File: config.mk
export PLATFORM = sky130hd
export DESIGN_NAME = id_stage
export DESIGN_NICKNAME = d
export VERILOG_FILES = /design/src/rtl/id_stage.sv
export SDC_FILE = /design/constraint.sdc
export NUM_CORES = 1
export LEC_CHECK = 0
export CAP_MARGIN = 20
export CELL_PAD_IN_SITES_DETAIL_PLACEMENT = 0
export CELL_PAD_IN_SITES_GLOBAL_PLACEMENT = 1
export CORE_MARGIN = 4
export CORE_UTILIZATION = 35
export CTS_CLUSTER_DIAMETER = 120
export DETAILED_ROUTE_END_ITERATION = 6
export DONT_BUFFER_PORTS = 1
export GPL_TIMING_DRIVEN = 0
export PLACE_DENSITY = 0.61
export REMOVE_ABC_BUFFERS = 1
export SETUP_SLACK_MARGIN = 0.1
export SLEW_MARGIN = 0
export SYNTH_ARGS = -nofsm -noshare
export SYNTH_HDL_FRONTEND = slang
export SYNTH_SLANG_ARGS = --single-unit
File: constraint.sdc
create_clock -name clock_i -period 2.78 [get_ports clock_i]
set_input_delay 0.556 -clock clock_i [delete_from_list [all_inputs] [get_ports clock_i]]
set_output_delay 0.556 -clock clock_i [all_outputs]
set_load 0.02 [all_outputs]
File: src/rtl/id_stage.sv
// id_stage: RV32I decode stage with writeback bypass, load-use stall and ID/EX register.
// Register-file addresses and the bypass mux are combinational; everything else lands one cycle later.
module id_stage (
    input  logic        clock_i,
    input  logic        reset_i,
    input  logic        if_valid_i,
    input  logic [31:0] if_inst_i,
    input  logic [31:0] if_pc_i,
    input  logic        flush_i,
    output logic        if_stall_o,
    output logic [4:0]  rs1_addr_o,
    output logic [4:0]  rs2_addr_o,
    input  logic [31:0] rs1_data_i,
    input  logic [31:0] rs2_data_i,
    input  logic [4:0]  wb_rd_addr_i,
    input  logic [31:0] wb_w_data_i,
    input  logic        wb_w_en_i,
    output logic        id_valid_o,
    output logic [31:0] id_pc_o,
    output logic [31:0] id_rs1_val_o,
    output logic [31:0] id_rs2_val_o,
    output logic [31:0] id_imm_o,
    output logic [4:0]  id_rs1_addr_o,
    output logic [4:0]  id_rs2_addr_o,
    output logic [4:0]  id_rd_addr_o,
    output logic [6:0]  id_opcode_o,
    output logic [2:0]  id_funct3_o,
    output logic        id_funct7b5_o,
    output logic        id_reg_write_o,
    output logic        id_mem_read_o,
    output logic        id_mem_write_o,
    output logic        id_illegal_o
);
    localparam logic [6:0] OP_LUI    = 7'b0110111;
    localparam logic [6:0] OP_AUIPC  = 7'b0010111;
    localparam logic [6:0] OP_JAL    = 7'b1101111;
    localparam logic [6:0] OP_JALR   = 7'b1100111;
    localparam logic [6:0] OP_BRANCH = 7'b1100011;
    localparam logic [6:0] OP_LOAD   = 7'b0000011;
    localparam logic [6:0] OP_STORE  = 7'b0100011;
    localparam logic [6:0] OP_OPIMM  = 7'b0010011;
    localparam logic [6:0] OP_OP     = 7'b0110011;

    logic [6:0]  opcode;
    logic [4:0]  rd, rs1, rs2;
    logic        is_lui, is_auipc, is_jal, is_jalr, is_branch, is_load, is_store, is_opimm, is_op;
    logic        legal, use_rs1, use_rs2, hazard, bubble;
    logic [31:0] imm_i, imm_s, imm_b, imm_u, imm_j, imm;
    logic [31:0] rs1_byp, rs2_byp;

    logic        id_valid_d, id_valid_q;
    logic [31:0] id_pc_d, id_pc_q;
    logic [31:0] id_rs1_val_d, id_rs1_val_q;
    logic [31:0] id_rs2_val_d, id_rs2_val_q;
    logic [31:0] id_imm_d, id_imm_q;
    logic [4:0]  id_rs1_addr_d, id_rs1_addr_q;
    logic [4:0]  id_rs2_addr_d, id_rs2_addr_q;
    logic [4:0]  id_rd_addr_d, id_rd_addr_q;
    logic [6:0]  id_opcode_d, id_opcode_q;
    logic [2:0]  id_funct3_d, id_funct3_q;
    logic        id_funct7b5_d, id_funct7b5_q;
    logic        id_reg_write_d, id_reg_write_q;
    logic        id_mem_read_d, id_mem_read_q;
    logic        id_mem_write_d, id_mem_write_q;
    logic        id_illegal_d, id_illegal_q;

    assign opcode = if_inst_i[6:0];
    assign rd     = if_inst_i[11:7];
    assign rs1    = if_inst_i[19:15];
    assign rs2    = if_inst_i[24:20];

    assign rs1_addr_o = rs1;
    assign rs2_addr_o = rs2;

    assign is_lui    = opcode == OP_LUI;
    assign is_auipc  = opcode == OP_AUIPC;
    assign is_jal    = opcode == OP_JAL;
    assign is_jalr   = opcode == OP_JALR;
    assign is_branch = opcode == OP_BRANCH;
    assign is_load   = opcode == OP_LOAD;
    assign is_store  = opcode == OP_STORE;
    assign is_opimm  = opcode == OP_OPIMM;
    assign is_op     = opcode == OP_OP;

    assign legal   = is_lui | is_auipc | is_jal | is_jalr | is_branch | is_load | is_store | is_opimm | is_op;
    assign use_rs1 = is_jalr | is_branch | is_load | is_store | is_opimm | is_op;
    assign use_rs2 = is_branch | is_store | is_op;

    assign imm_i = {{20{if_inst_i[31]}}, if_inst_i[31:20]};
    assign imm_s = {{20{if_inst_i[31]}}, if_inst_i[31:25], if_inst_i[11:7]};
    assign imm_b = {{19{if_inst_i[31]}}, if_inst_i[31], if_inst_i[7], if_inst_i[30:25], if_inst_i[11:8], 1'b0};
    assign imm_u = {if_inst_i[31:12], 12'b0};
    assign imm_j = {{11{if_inst_i[31]}}, if_inst_i[31], if_inst_i[19:12], if_inst_i[20], if_inst_i[30:21], 1'b0};

    assign imm = (is_jalr | is_load | is_opimm) ? imm_i :
                 is_store                       ? imm_s :
                 is_branch                      ? imm_b :
                 (is_lui | is_auipc)            ? imm_u :
                 is_jal                         ? imm_j : 32'b0;

    // x0 never takes the bypass, so a writeback aimed at x0 cannot leak into a read of x0
    assign rs1_byp = (rs1 == 5'd0) ? 32'b0 :
                     (wb_w_en_i && wb_rd_addr_i == rs1) ? wb_w_data_i : rs1_data_i;
    assign rs2_byp = (rs2 == 5'd0) ? 32'b0 :
                     (wb_w_en_i && wb_rd_addr_i == rs2) ? wb_w_data_i : rs2_data_i;

    assign hazard = id_valid_q & id_mem_read_q & (id_rd_addr_q != 5'd0) & if_valid_i &
                    ((use_rs1 & (rs1 == id_rd_addr_q)) | (use_rs2 & (rs2 == id_rd_addr_q)));
    assign bubble = flush_i | hazard;

    assign if_stall_o = hazard & ~flush_i & ~reset_i;

    always_comb begin
        id_valid_d     = if_valid_i & ~bubble;
        id_pc_d        = if_pc_i;
        id_rs1_val_d   = use_rs1 ? rs1_byp : 32'b0;
        id_rs2_val_d   = use_rs2 ? rs2_byp : 32'b0;
        id_imm_d       = imm;
        id_rs1_addr_d  = use_rs1 ? rs1 : 5'd0;
        id_rs2_addr_d  = use_rs2 ? rs2 : 5'd0;
        id_rd_addr_d   = rd;
        id_opcode_d    = opcode;
        id_funct3_d    = if_inst_i[14:12];
        id_funct7b5_d  = if_inst_i[30];
        id_reg_write_d = ~bubble & (rd != 5'd0) &
                         (is_lui | is_auipc | is_jal | is_jalr | is_load | is_opimm | is_op);
        id_mem_read_d  = ~bubble & is_load;
        id_mem_write_d = ~bubble & is_store;
        id_illegal_d   = ~legal;
    end

    always_ff @(posedge clock_i) begin
        if (reset_i) begin
            id_valid_q     <= 1'b0;
            id_pc_q        <= '0;
            id_rs1_val_q   <= '0;
            id_rs2_val_q   <= '0;
            id_imm_q       <= '0;
            id_rs1_addr_q  <= '0;
            id_rs2_addr_q  <= '0;
            id_rd_addr_q   <= '0;
            id_opcode_q    <= '0;
            id_funct3_q    <= '0;
            id_funct7b5_q  <= 1'b0;
            id_reg_write_q <= 1'b0;
            id_mem_read_q  <= 1'b0;
            id_mem_write_q <= 1'b0;
            id_illegal_q   <= 1'b0;
        end else begin
            id_valid_q     <= id_valid_d;
            id_pc_q        <= id_pc_d;
            id_rs1_val_q   <= id_rs1_val_d;
            id_rs2_val_q   <= id_rs2_val_d;
            id_imm_q       <= id_imm_d;
            id_rs1_addr_q  <= id_rs1_addr_d;
            id_rs2_addr_q  <= id_rs2_addr_d;
            id_rd_addr_q   <= id_rd_addr_d;
            id_opcode_q    <= id_opcode_d;
            id_funct3_q    <= id_funct3_d;
            id_funct7b5_q  <= id_funct7b5_d;
            id_reg_write_q <= id_reg_write_d;
            id_mem_read_q  <= id_mem_read_d;
            id_mem_write_q <= id_mem_write_d;
            id_illegal_q   <= id_illegal_d;
        end
    end

    assign id_valid_o     = id_valid_q;
    assign id_pc_o        = id_pc_q;
    assign id_rs1_val_o   = id_rs1_val_q;
    assign id_rs2_val_o   = id_rs2_val_q;
    assign id_imm_o       = id_imm_q;
    assign id_rs1_addr_o  = id_rs1_addr_q;
    assign id_rs2_addr_o  = id_rs2_addr_q;
    assign id_rd_addr_o   = id_rd_addr_q;
    assign id_opcode_o    = id_opcode_q;
    assign id_funct3_o    = id_funct3_q;
    assign id_funct7b5_o  = id_funct7b5_q;
    assign id_reg_write_o = id_reg_write_q;
    assign id_mem_read_o  = id_mem_read_q;
    assign id_mem_write_o = id_mem_write_q;
    assign id_illegal_o   = id_illegal_q;
endmodule

==> results of run 1 <==
==> where the power goes <==
group,total [W],internal (W),switching (W)
Sequential,0.00242,0.00233,0.0000935
Combinational,0.000149,0.0000832,0.0000661
Clock,0.00242,0.00145,0.000961
Total,0.00499,0.00387,0.00112
==> registers in the layout (all words and copies together) (netlist names) <==
register,flops
id_imm_o,32
id_pc_o,32
id_rs1_val_o,32
id_rs2_val_o,32
id_opcode_o,7
id_rd_addr_o,5
id_rs1_addr_o,5
id_rs2_addr_o,5
id_funct3_o,3
id_funct7b5_o,1
id_illegal_o,1
id_mem_read_o,1
id_mem_write_o,1
id_reg_write_o,1
id_valid_o,1
==> logic make-up after synthesis <==
logic type	count (synthesis)	synth area share [%]
AOI/OAI and AO/OA	44	4.76
xor gates and xnor gates	20	3.18
buffers and inverters	39	4.06
DFF	159	57.7
muxes	64	11.6
and+or+nand+nor	202	18.7
==> per-stage QoR <==
stage	total power [W]	std cells	utilization [%]	worst slack (ns)	hold slack (ns)
after floorplan	0.00258	489	-	0.183	0.625
after global placement	0.00262	700	36.3	-0.720	0.634
after detailed placement	0.00262	703	36.9	0.0569	0.636
after CTS	0.00504	735	41.3	0.0320	0.182
after global routing	0.00516	736	41.3	0.0201	0.176
final	0.00499	736	41.3	0.100	0.207
==> what timing repair did <==
action,CTS,global route
pin swaps,2,1
setup endpoints to repair,1,1
resized for setup,14,1
==> final timing paths <==
| kind | endpoint | cells past startpoint |
|---|---|---|
| worst max-delay path | if_stall_o | 5 |
| worst min-delay path | id_opcode_o[0] | 1 |
| worst max register to register | id_mem_write_o | 5 |
| worst min register to register | id_reg_write_o | 3 |
==> layer usage <==
layer  global-route usage [%]  up-vias  share of wire [%]
met2                     31.9      223                 51
li1                         -     1700                  -
met5                        0        -                  0
met4                     5.54        0                1.4
met1                     18.1     1736                 36
met3                     9.93       17                 12
==> layout by cell type (no fill, tap or decap), drive strengths merged, types with 5 or more instances in the layout <==
cell type / instances
and2: 16
nand2: 32
inv: 5
clkbuf: 18
or4: 5
nor2: 75
dfxtp: 159
xnor2: 7
o21ai: 6
a21oi: 26
nor2b: 50
mux2i: 64
xor2: 13
==> layout make-up <==
| class | instances | area share, % |
|---|---|---|
| sequential | 159 | 50.6 |
| multi-input combinational | 330 | 34.4 |
| clock buffer | 18 | 6.94 |
| tap | 211 | 4.17 |
| clock inverter | 14 | 2.83 |
| timing repair buffer | 3 | 1.07 |
| antenna | 1 | 0.0395 |
==> run summary, run 1 <==
Dividing the detail-routed wire length by the instance count gives roughly 23 um. In the synthesized netlist the dominant register cell turns out to be dfxtp_1. The setup slack of the worst register-to-register path is about 1.0 ns. Ranked by instance count, the synthesized netlist is headed by dfxtp_1, nor2_1, mux2i_1. The count of final setup violators came out at 0. The startpoint identified for the worst register-to-register timing path is id_rd_addr_o[3].

Counting the fill cells in the layout gives 1526. The largest individual stage delay along the critical path comes from the cell or4_4. For this design, the CTS-stage hold fixing added 0 buffers.

The I/O pin count is 340. The accumulated negative setup slack came out at 0 ns. The clock-pin slew on the worst setup and hold paths is 0.06 ns. The final HPWL from detailed placement came out at 12900 um.

Of all cell types, the one taking the most synthesized area is dfxtp_1. By area the synthesized netlist is led by dfxtp_1, mux2i_1, nor2b_1, nor2_1, a21oi_1. Setup repair after global routing could not meet its margin everywhere. Across the routed clock network, the largest skew measured is 0.00110 ns. The number of DRC violations after detailed-routing iteration 0 came out at 116.

Summed over all cells, the static leakage comes to 2.26 nW. The antenna violation net count after detailed routing is 0. The max-cap check violation count came out at 0. After global routing the overflow that remains totals 0. The layout overhead on the synthesized area came out at 14.7%. The worst vdd rail ir drop came out at 0.000390 V. The most common cell in the synthesized netlist is dfxtp_1. Headroom to the max-slew limit came out at between 30 and 40%.

The signal on the critical path passes through xnor2_1 > nand4_1 > or4_4 > a211o_4 > nor3_4. The via count normalized by instance count came out at 4.99. The startpoint identified for the worst hold timing path is reset_i. The tightest min-delay check is of the input pin to register type. The post-synthesis register bit count is 159. Once layout is done, the placed cells without fillers occupy approximately 6300 sq um. The clock period minus worst slack is about 2.7 ns. The number of buffers inserted to repair setup after CTS came out at 0.

Routability-driven placement finished with a final weighted congestion of 0.795. The first-pass iteration count of the detailed router came out at 4. The cell area reported after detailed placement is 5650 sq um. The number of placement rows came out at 45.

The sequential element share of the synthesized area is 57.7%. The number of max-slew violations in the final report came out at 0. By startpoint and endpoint, the worst setup path is classified as register to output pin. The number of global-route vias before repair is 3879. After synthesis, the largest area contributor takes up 57.7% of total cell area. The die covers 17800 sq um.

The number of vias after detailed routing is between 3000 and 4000. The share of layout cells above drive strength 1 is 10.1%. The worst setup path startpoint is id_rd_addr_o[3]. The maximum number of pins on one net before global-route repair came out at 80. Buffers placed on the I/O ports in this run total 0. Across every metal layer, demand over resource in global routing totals 18.0%. The kind of cell with the highest combined delay along the critical path is simple AND/OR/NAND/NOR gates. The die is 134 um wide.

For this run, the top clock speed supported by timing is 373 MHz. The final hold violation count is 0. STA classifies the critical path startpoint as a register.

For this run, design rule violations remaining after detail routing come to 0. The worst path required time came out at 2.22 ns. At the pin with the least slew margin, the transition time is 0.904 ns. Counting both buffers and inverters, the worst setup path holds a total of 0. The storage element area came out at 3200 sq um. The flow ran to the end, and the final reports show no timing, DRC or antenna violations. The initial core utilization came out at a little over a third. The latest clock arrival within the worst-skew pair came out at 0.41 ns. In the final layout, the multi-input gates occupy 2180 sq um.

The per-instance average area after synthesis is 10.4 sq um. The detailed-route wire length is 16700 um. Summing every instance area after synthesis gives about 5500 sq um. The worst-case clock buffer depth is 2. The post-synthesis cell count came out at ~530.

The number of warnings reported in the yosys synthesis log came out at 0. The initial antenna violation count is 1. The floorplan step set the die height to between 100 and 150 um. The final cycle utilization of the critical path came out at a little over nine tenths. The root buffer cell chosen for the clock tree is clkbuf_16. The proportion of register bits with asynchronous set or reset after synthesis is 0%. The stage delay of the slowest cell on the critical path is 0.44 ns. In this run the power density over the cells is ~800 nW/um^2. The number of clock buffers inserted by TritonCTS came out at 17. The number of nets in the layout came out at 681. TritonCTS built the clock tree. The signal arrival time at the worst endpoint came out at 2.12 ns. Counting every sink on the clock net gives around 160. The standard cell core area came out at roughly 15000 sq um. Counting flops with a built-in enable in the synthesized netlist gives 0.

The nature of the critical path endpoint is an output pin. The H-tree generated during clock tree synthesis spans 4 levels. The maximum net fanout on the critical path came out at 4. The first-pass GRT wire length is 24300 um.

Yosys mapped the design onto 39 distinct sky130hd cell types.
Power figures use the tool's default switching activity.
==> run 2: changes to the inputs <==
--- a/config.mk
+++ b/config.mk
@@ -15,6 +15,7 @@
 export DONT_BUFFER_PORTS = 1
 export GPL_TIMING_DRIVEN = 0
 export PLACE_DENSITY = 0.61
+export RECOVER_POWER = 50
 export REMOVE_ABC_BUFFERS = 1
 export SETUP_SLACK_MARGIN = 0.1
 export SLEW_MARGIN = 0
==> run 2 against run 1 <==
  * Clock skew unchanged
  * Non-clock buffer count unchanged
  * Register-to-register slack about the same
  * Routed wire length about the same
  * Via count about the same
  * First-iteration DRC count increased by 3.4%
  * Global-route usage unchanged
  * Core utilization about the same
  * Die area unchanged
  * Critical endpoint unchanged
==> run summary, run 2 (synthesis gave the netlist of run 1 again) <==
Worst path cell trace: xnor2_1 > nand4_1 > or4_4 > a211o_4 > nor3_4 (unchanged). The hold path startpoint was reset_i (unchanged). The maximum net fanout on the critical path came out at 4 (unchanged). The top cell family by delay on the critical path is simple AND/OR/NAND/NOR gates (unchanged).

The buffering stage count on the worst path with inverters included came out at 0 (unchanged). The CTS root buffer is clkbuf_16 (unchanged). The first-pass iteration count of the detailed router came out at 4 (unchanged). The worst path required time came out at 2.22 ns (about the same). The number of placement rows is 45 (unchanged). The count of input and output buffers came to 0 (unchanged). The total placed cells including tap cells is 703 (unchanged). The clock period minus worst slack is 2.68 ns (about the same). The switching power total is 0.00112 W (about the same). The cell-internal power is 0.00387 W (about the same).

The startpoint type of the worst setup path is a register (unchanged). The number of buffers inserted by hold repair at cts is 0 (unchanged). RSZ-0062 raised after global routing: yes (unchanged). The power share of the combinational group is 3.0% (about the same).

The number of nets in the layout came to 681 (unchanged). The accumulated negative setup slack is 0 ns (unchanged). The detailed-route wire length is 16700 um (about the same). The worst setup path startpoint is id_rd_addr_o[3] (unchanged). The slew of the pin with the lowest slew margin is 0.904 ns (about the same).

The worst vdd rail ir drop is 0.000389 V (was 0.000390 V). The worst slew margin relative to its limit came out at 39.5% (about the same). The most common cell after layout, fill and taps aside is dfxtp_1 (unchanged). The share of layout cells above drive strength 1 is 9.92% (was 10.1%). The clock-pin slew on the worst setup and hold paths is 0.06 ns (about the same).

The number of max-slew violations in the final report came out at 0 (unchanged). The worst hold-check slack came to 0.207 ns (about the same). The number of DRC violations after detailed-routing iteration 0 is 120 (was 116). The count of final setup violators was 0 (unchanged). The power per standard cell area came out at 789 nW/um^2 (was 788 nW/um^2).

The worst slack at placement came out at 0.0569 ns (unchanged). The latest clock arrival within the worst-skew pair is 0.41 ns (about the same). The die footprint was 17800 sq um (unchanged). Highest-count cells in the layout ignoring fill and taps: dfxtp_1, nor2_1, mux2i_1 (unchanged). The layout overhead on the synthesized area came out at 14.6% (was 14.7%).

The launching point of the worst reg2reg path was id_rd_addr_o[3] (unchanged). The clock share of power came to 48.4% (about the same). The fraction of power consumed by sequential logic is 48.6% (about the same). The maximum number of pins on one net before global-route repair came out at 80 (unchanged). The last weighted congestion value of the routability-driven placer is 0.795 (unchanged). The max-cap check violation count came out at 0 (unchanged). The global routing usage summed across all routing layers is 18.0% (unchanged). The overall die height came out at 134 um (unchanged).

The category of the most critical setup path was register to output pin (unchanged). The number of clock buffers inserted by TritonCTS came out at 17 (unchanged). The final hold violation count is 0 (unchanged). The filler-free cell count of the finished design is 736 (unchanged). The final worst-path setup slack was 0.102 ns (was 0.100 ns). The class of the tightest hold or removal check was input pin to register (unchanged). The signal arrival time at the worst endpoint came out at 2.12 ns (about the same). The first-pass GRT wire length came out at 24300 um (unchanged). The timing-limited maximum frequency is 373 MHz (about the same).

The per-cell routed wire length came out at 22.6 um (about the same). The I/O pin count came out at 340 (unchanged). The residual overflow from global routing is 0 (unchanged). The maximum level of the CTS H-tree came out at 4 (unchanged). The nature of the critical path endpoint is an output pin (unchanged). Outcome: finished, final reports clean (unchanged). The final standard cell utilization of the core is 41.3% (about the same). The initial core utilization came out at 36.0% (unchanged). The number of remaining DRC errors is 0 (unchanged). The stage delay of the slowest cell on the critical path came to 0.44 ns (about the same). The die span in x came out at 134 um (unchanged). The critical path's slowest cell was or4_4 (unchanged). The proportion of total power due to net switching is 22.5% (about the same). The final cycle utilization of the critical path is 96.3% (was 96.4%). The via count normalized by instance count is 4.99 (about the same). The CTS tree is built (unchanged). The antenna violation net count after detailed routing is 0 (unchanged). The final HPWL from detailed placement is 12900 um (unchanged).

The number of sinks handled by clock tree synthesis was 159 (unchanged). The final worst clock skew is 0.00110 ns (unchanged). The worst-case clock buffer depth was 2 (unchanged). The leakage power came out at 2.26 nW (about the same). The number of filler cells placed in the layout is 1528 (was 1526). The standard cell core area came to 15300 sq um (unchanged). The number of global-route vias before repair is 3879 (unchanged). The initial antenna violation count was 1 (unchanged).

The number of vias after detailed routing came to 3675 (was 3676).
[run 2: cell counts in the layout (fill, tap and decap cells not counted)]
No cell type changed its count.
[run 2: metrics by stage]
step           area (sq um)  power, W
6_report               6320   0.00498
5_1_grt                6320   0.00515
4_1_cts                6320   0.00504
3_5_place_dp           5650   0.00262
3_3_place_gp           5560   0.00262
2_1_floorplan          5290   0.00258
[run 2: routing by layer]
layer  GRT usage (%)  vias to the layer above  share of wire [%]
met4            5.54                        0                1.5
met5               0                        -                  0
li1                -                     1700                  -
met3            9.93                       19                 12
met1            18.1                     1738                 36
met2            31.9                      218                 51
[run 2: area by class of cell]
cell class | instances | area (sq um) | share of cell area [%]
diodes | 1 | 2.50 | 0.0396
clock buffers | 18 | 439 | 6.95
clock inverters | 14 | 179 | 2.83
multi-input cells | 330 | 2170 | 34.3
flip-flops and latches | 159 | 3200 | 50.6
well taps | 211 | 264 | 4.18
repair buffers | 3 | 67.6 | 1.07
[run 2: worst register-to-register path, cell delays in order, from the launching register on]
cell and delay, ns:
dfxtp_4 0.41, xnor2_1 0.13, nand4_1 0.13, or4_4 0.44, a211o_4 0.37, and4_1 0.19
[run 2: path summary, 6_finish.rpt]
check / slack (ns) / cells after the start / endpoint
hold reg to reg: 0.84 / 3 / id_reg_write_o
hold / removal: 0.21 / 1 / id_opcode_o[0]
setup / recovery: 0.10 / 5 / if_stall_o
setup reg to reg: 1.01 / 5 / id_mem_write_o
[run 2: power groups by stage]
stage          registers, W  clock network, W  logic [W]
6_report            0.00242           0.00241   0.000149
5_1_grt             0.00243           0.00256   0.000165
4_1_cts             0.00242           0.00247   0.000150
3_5_place_dp        0.00248                 0   0.000148
3_3_place_gp        0.00248                 0   0.000142
2_1_floorplan       0.00246                 0   0.000123
[run 2: timing repair]
action / in CTS / in global routing
setup buffers: 0 / 0
pin swaps: 2 / 1
endpoints found under the setup margin: 1 / 1
gates resized for setup: 14 / 1
